$ cat src/rtl/div_pkg.sv
// Shared types and constants for the sequential restoring divider.
package div_pkg;

  localparam int unsigned DIV_WIDTH     = 16;
  localparam int unsigned DIV_OUT_WIDTH = 32;
  localparam int unsigned DIV_CNT_W     = $clog2(DIV_WIDTH + 1);

  localparam logic [DIV_OUT_WIDTH-1:0] DIV_ZERO_RESULT = '1;

  typedef enum logic [1:0] {
    IDLE,
    CALC,
    DONE
  } state_e;

endpackage

$ cat src/rtl/div_step.sv
// One restoring-division iteration: shift {rem,quo} left, trial-subtract, restore on borrow.
module div_step #(
  parameter int unsigned WIDTH = 16
) (
  input  logic [WIDTH:0]   rem_i,
  input  logic [WIDTH-1:0] quo_i,
  input  logic [WIDTH-1:0] div_i,
  output logic [WIDTH:0]   rem_o,
  output logic [WIDTH-1:0] quo_o
);

  localparam int unsigned RemW = WIDTH + 1;

  logic [WIDTH:0] rem_sh;
  logic [WIDTH:0] trial;

  always_comb begin
    rem_sh = RemW'({rem_i, quo_i[WIDTH-1]});
    trial  = rem_sh - {1'b0, div_i};
    // The MSB of the trial result is the borrow: set means the divisor did not fit.
    if (trial[WIDTH]) begin
      rem_o = rem_sh;
      quo_o = {quo_i[WIDTH-2:0], 1'b0};
    end else begin
      rem_o = trial;
      quo_o = {quo_i[WIDTH-2:0], 1'b1};
    end
  end

endmodule

$ cat src/rtl/seq_divider.sv
// Sequential restoring divider with start/done handshake, one quotient bit per clock.
// Optional SIGNED_DIV_EN: two's-complement operands, truncating division, sign-extended results.
module seq_divider
  import div_pkg::*;
#(
  parameter int unsigned WIDTH     = DIV_WIDTH,
  parameter int unsigned OUT_WIDTH = DIV_OUT_WIDTH
) (
  input  logic                 clk,
  input  logic                 rst,
  input  logic                 start,
  input  logic [WIDTH-1:0]     inputA,
  input  logic [WIDTH-1:0]     inputB,
  output logic                 busy,
  output logic                 done,
  output logic [OUT_WIDTH-1:0] resDiv,
  output logic [OUT_WIDTH-1:0] resMod,
  output logic                 divZero
);

  localparam int unsigned CntW = $clog2(WIDTH + 1);

  state_e             state_q;
  logic [CntW-1:0]    cnt_q;
  logic [WIDTH:0]     rem_q;
  logic [WIDTH-1:0]   quo_q;
  logic [WIDTH-1:0]   dvs_q;
  logic               zero_q;
  logic [WIDTH:0]     rem_d;
  logic [WIDTH-1:0]   quo_d;
  logic [WIDTH-1:0]   a_mag;
  logic [WIDTH-1:0]   b_mag;
  logic [OUT_WIDTH-1:0] div_res;
  logic [OUT_WIDTH-1:0] mod_res;

`ifdef SIGNED_DIV_EN
  logic a_neg;
  logic b_neg;
  logic q_neg_q;
  logic r_neg_q;

  assign a_neg = inputA[WIDTH-1];
  assign b_neg = inputB[WIDTH-1];
  assign a_mag = a_neg ? WIDTH'(-inputA) : inputA;
  assign b_mag = b_neg ? WIDTH'(-inputB) : inputB;
`else
  assign a_mag = inputA;
  assign b_mag = inputB;
`endif

  div_step #(.WIDTH(WIDTH)) u_step (
    .rem_i (rem_q),
    .quo_i (quo_q),
    .div_i (dvs_q),
    .rem_o (rem_d),
    .quo_o (quo_d)
  );

  // Final results, widened first so that a negated 2^(WIDTH-1) magnitude stays positive.
  always_comb begin
    div_res = OUT_WIDTH'(quo_q);
    mod_res = OUT_WIDTH'(rem_q[WIDTH-1:0]);
`ifdef SIGNED_DIV_EN
    if (q_neg_q) div_res = -div_res;
    if (r_neg_q) mod_res = -mod_res;
`endif
  end

  // A zero divisor takes one pass through CALC with count 0, so done lands after edge 1.
  always_ff @(posedge clk) begin
    if (rst) begin
      state_q <= IDLE;
      busy    <= 1'b0;
      done    <= 1'b0;
      resDiv  <= '0;
      resMod  <= '0;
      divZero <= 1'b0;
      cnt_q   <= '0;
      rem_q   <= '0;
      quo_q   <= '0;
      dvs_q   <= '0;
      zero_q  <= 1'b0;
`ifdef SIGNED_DIV_EN
      q_neg_q <= 1'b0;
      r_neg_q <= 1'b0;
`endif
    end else begin
      case (state_q)
        IDLE: begin
          if (start) begin
            state_q <= CALC;
            busy    <= 1'b1;
            divZero <= 1'b0;
            rem_q   <= '0;
            quo_q   <= a_mag;
            dvs_q   <= b_mag;
            zero_q  <= (inputB == '0);
            cnt_q   <= (inputB == '0) ? '0 : CntW'(WIDTH);
`ifdef SIGNED_DIV_EN
            q_neg_q <= a_neg ^ b_neg;
            r_neg_q <= a_neg;
`endif
          end
        end
        CALC: begin
          if (cnt_q == '0) begin
            state_q <= DONE;
            busy    <= 1'b0;
            done    <= 1'b1;
            divZero <= zero_q;
            resDiv  <= zero_q ? '1 : div_res;
            resMod  <= zero_q ? '1 : mod_res;
          end else begin
            rem_q <= rem_d;
            quo_q <= quo_d;
            cnt_q <= cnt_q - CntW'(1);
          end
        end
        DONE: begin
          done    <= 1'b0;
          state_q <= IDLE;
        end
        default: state_q <= IDLE;
      endcase
    end
  end

endmodule
$ cat config.mk
export PLATFORM = sky130hd
export DESIGN_NAME = seq_divider
export DESIGN_NICKNAME = d
export VERILOG_FILES = /design/src/rtl/div_pkg.sv /design/src/rtl/div_step.sv /design/src/rtl/seq_divider.sv
export SDC_FILE = /design/constraint.sdc
export NUM_CORES = 1
export LEC_CHECK = 0
export ABC_AREA = 1
export CAP_MARGIN = 20
export CORE_MARGIN = 4
export CORE_UTILIZATION = 45
export CTS_CLUSTER_DIAMETER = 200
export DETAILED_ROUTE_END_ITERATION = 7
export PLACE_DENSITY = 0.75
export REMOVE_ABC_BUFFERS = 1
export SETUP_SLACK_MARGIN = 0.2
export SYNTH_ARGS = -nofsm -noshare
export SYNTH_HDL_FRONTEND = slang
export SYNTH_SLANG_ARGS = --single-unit
$ cat constraint.sdc
create_clock -name clk -period 5.42 [get_ports clk]
set_input_delay 0.813 -clock clk [delete_from_list [all_inputs] [get_ports clk]]
set_output_delay 0.813 -clock clk [all_outputs]
set_load 0.05 [all_outputs]
==> results.txt <==
----------------------------------------------------
[STA]
  Final-report setup violation count ... 0
  Period Utilization, post-route ... 0.557
  Setup slack after layout ... 2.40 ns
  Slew @ Worst Pin ... 1.00 ns
  Worst-case hold slack ... 0.461 ns
  Setup repair after global routing missed its margin ... no
  Number of hold violations in the final report ... 0
  Fin. max-slew vios ... 0
  Post-Route Skew ... 0.0177 ns
  Max_slew headroom ... 0.331
  Upper clock frequency limit ... 0.331 GHz
  Accumulated negative setup slack ... 0 ns
  Minimum clock period ... 3.02 ns

[Pwr]
  Lkg Pwr ... 0.00265 uW
  Switching Power ... 1710 uW
  Total power per unit cell area ... 571 nW/um^2
  Fraction of power spent switching nets ... 0.493
  Proportion of power drawn by combinational gates ... 0.605
  Clock share of power ... 0.145
  Internal Pwr Total ... 1760 uW
  Seq pwr share ... 0.250
  Maximum vdd ir drop ... 0.357 mV

[Min path]
  Worst Min Path Start ... cnt_q[0]
  Hold Crit Class ... reg2reg
  Worst hold path endpoint ... cnt_q[0]
  Min-Delay Path Depth ... 1

[Worst setup path]
  End of the worst register-to-register path ... rem_q[14]
  Reg2Reg Launch Point ... quo_q[15]
  Maximum fanout along the worst path ... 33
  Worst setup path class ... reg2out
  Buffering stage count on the worst path with inverters included ... 1
  Crit-path slowest cell ... clkdlybuf4s50_1
  Reg-to-reg slack, setup ... 2.97 ns
  Slowest cell delay on critical path ... 0.95 ns
  Top cell family by delay on the critical path ... buffers and inverters
  Worst setup EP type ... output port
  Length in cells of the worst reg-to-reg path ... 15
  Cell-by-cell trace of the critical path ... clkdlybuf4s50_1
  CP startpoint kind ... flip-flop
  Critical path arrival ... 2.21 ns
  Crit path required time ... 4.61 ns

[Global routing]
  Via count of the first global-routing pass ... 4437
  Number of antenna violations at the first check in global routing ... 0
  Pin count of the biggest net entering global routing ... 38
  Global router's overall resource usage ... 0.201
  Overall overflow remaining after global route ... 0
  Global-route wire length before repair ... 21200 um

[Synthesis]
  Top flip-flop cell by instance count after synthesis ... dfxtp_1
  Synthesized flop and latch total ... 92
  Post-synth EDFFs ... 0
  Area share of the largest cell type after synthesis ... 0.367
  Yosys top cell by area ... dfxtp_1
  Post-synthesis cell count ... 719
  Leading cell types by count after synthesis ... 195 x nand2_1, 96 x inv_1, 92 x dfxtp_1
  Area of the mapped netlist ... 5020 um^2
  Dominant cells by area after synthesis ... dfxtp_1 37%, nand2_1 15%, inv_1 7.2%
  Sequential element share of the synthesized area ... 0.367
  Average size of a mapped cell ... 6.98 um^2
  Cell variety after synth ... 34
  Most frequent cell after synthesis ... nand2_1
  Yosys synthesis warning count ... 0
  Share of async-settable or async-resettable flops after synthesis ... 0

[Clock network]
  Number of clock buffers inserted by TritonCTS ... 9
  Clock transition at the registers of the reported paths ... 0.10 ns
  Clk sink count ... 92
  Max H-tree Level ... 3
  CTS tree ... done
  Number of post-CTS setup repair buffers ... 0
  Skew-Pair Late Insertion Delay ... 0.37 ns
  Maximum clock path buffer count ... 2
  Number of instances resized during post-cts repair ... 0
  CTS Hold Bufs ... 0
  Root Driver ... clkbuf_8

[Detailed routing]
  DRC violation count after routing ... 0
  Final Routed Wirelength ... 12800 um
  Routed wire length per instance ... 14.0 um
  Antenna Nets Post-Route ... 0
  Number of search-and-repair iterations in the first detailed-routing pass ... 5
  DR vias/cell ... 5.19
  Detailed-route via count ... 4766
  Initial detailed-routing violation count ... 415

[Die]
  Vertical die dimension ... 114 um
  Starting utilization of the core area ... 0.461
  Die Area ... 12900 um^2
  Row Count ... 38
  Total core area ... 10900 um^2
  Die Width ... 114 um
  Num ports ... 102

[Place]
  IO buf count ... 101
  Total instance count after detailed placement ... 902
  Routability Congestion ... 0.851
  Sum of net half-perimeters after detailed placement ... 9540 um
  Placement Setup Slack ... 2.29 ns

[Cells and area]
  Final non-filler cell total ... 918
  Number of antenna repair diodes ... 0
  Area growth syn-to-layout ... 20.9%
  Nets ... 827
  Proportion of layout cells with a drive suffix above 1 ... 0.0540

[Outcome]
  Outcome ... finished, final reports clean

[Job]
  Number of max-cap violations ... 0

----------------------------------------------------
## stage by stage
| stage | util | total power [uW] | instance area (um^2) |
|---|---|---|---|
| floorplan | - | 2500 | 4640 |
| global placement | 0.538 | 2910 | 5850 |
| detailed placement | 0.538 | 2960 | 5850 |
| CTS | 0.557 | 3470 | 6070 |
| global route | 0.557 | 3820 | 6070 |
| finish | 0.557 | 3470 | 6070 |
## registers in the layout, summed over array words and instances, names as in the netlist
register and count:
state_q 2, resMod 16, divZero 1, cnt_q 5, rem_q 16, dvs_q 16, zero_q 1, quo_q 16
busy 1, done 1, resDiv 17
## logic make-up after synthesis
logic type               count (synthesis)  share of synthesized area
XOR/XNOR                                 8                     0.0140
AND/OR/NAND/NOR                        297                      0.269
AO/OA/AOI/OAI                          139                      0.150
buffers and inverters                  164                      0.152
adder cells (fa/ha/maj)                 19                     0.0489
flip-flops                              92                      0.367
## power groups by stage
stage / sequential, uW / clock [uW] / combinational [uW]
2_1_floorplan: 892 / 0 / 1610
3_3_place_gp: 882 / 0 / 2030
3_5_place_dp: 881 / 0 / 2080
4_1_cts: 866 / 506 / 2090
5_1_grt: 880 / 535 / 2410
6_report: 867 / 503 / 2100
## worst max path at each step
stage | startpoint | to | cells past startpoint
floorplan | resDiv[30] | resDiv[16] | 0
global placement | rst | cnt_q[2] | 6
detailed placement | rst | dvs_q[0] | 5
CTS | resDiv[30] | resMod[22] | 1
global route | resDiv[30] | resMod[16] | 1
finish | resDiv[30] | resDiv[28] | 1
## per-layer routing
layer | GRT usage | share of wire | vias up
li1 | - | - | 2399
met1 | 0.264 | 0.44 | 2189
met2 | 0.340 | 0.48 | 162
met3 | 0.0345 | 0.066 | 16
met4 | 0.0561 | 0.013 | 0
met5 | 0 | 0 | -
## layout make-up
type / instances / area [um^2]
fillers: 993 / 4820
repair buffers: 104 / 1030
inverters: 103 / 387
clock inverters: 6 / 75.1
flip-flops and latches: 92 / 1840
multi-input cells: 463 / 2420
well taps: 140 / 175
clock buffers: 10 / 138
## cell usage in the layout, fill, tap and decap left out, types with 5 or more instances in the layout
| cell type | synthesis | routed |
|---|---|---|
| nand4_1 | 8 | 8 |
| a31oi_1 | 15 | 15 |
| a21oi_1 | 52 | 52 |
| clkdlybuf4s50_1 | 0 | 101 |
| ha_1 | 18 | 18 |
| nand3b_1 | 13 | 13 |
| nand3_1 | 45 | 45 |
| o21ai_0 | 52 | 52 |
| clkbuf_8 | 0 | 10 |
| inv_1 | 96 | 96 |
| nand2_1 | 195 | 195 |
| nor2_1 | 15 | 15 |
| dfxtp_1 | 92 | 92 |
| xor2_1 | 5 | 5 |
| inv_2 | 5 | 5 |
| o22ai_1 | 17 | 17 |
| nand2_2 | 7 | 7 |
No activity file was read; power rests on OpenSTA's default activity.
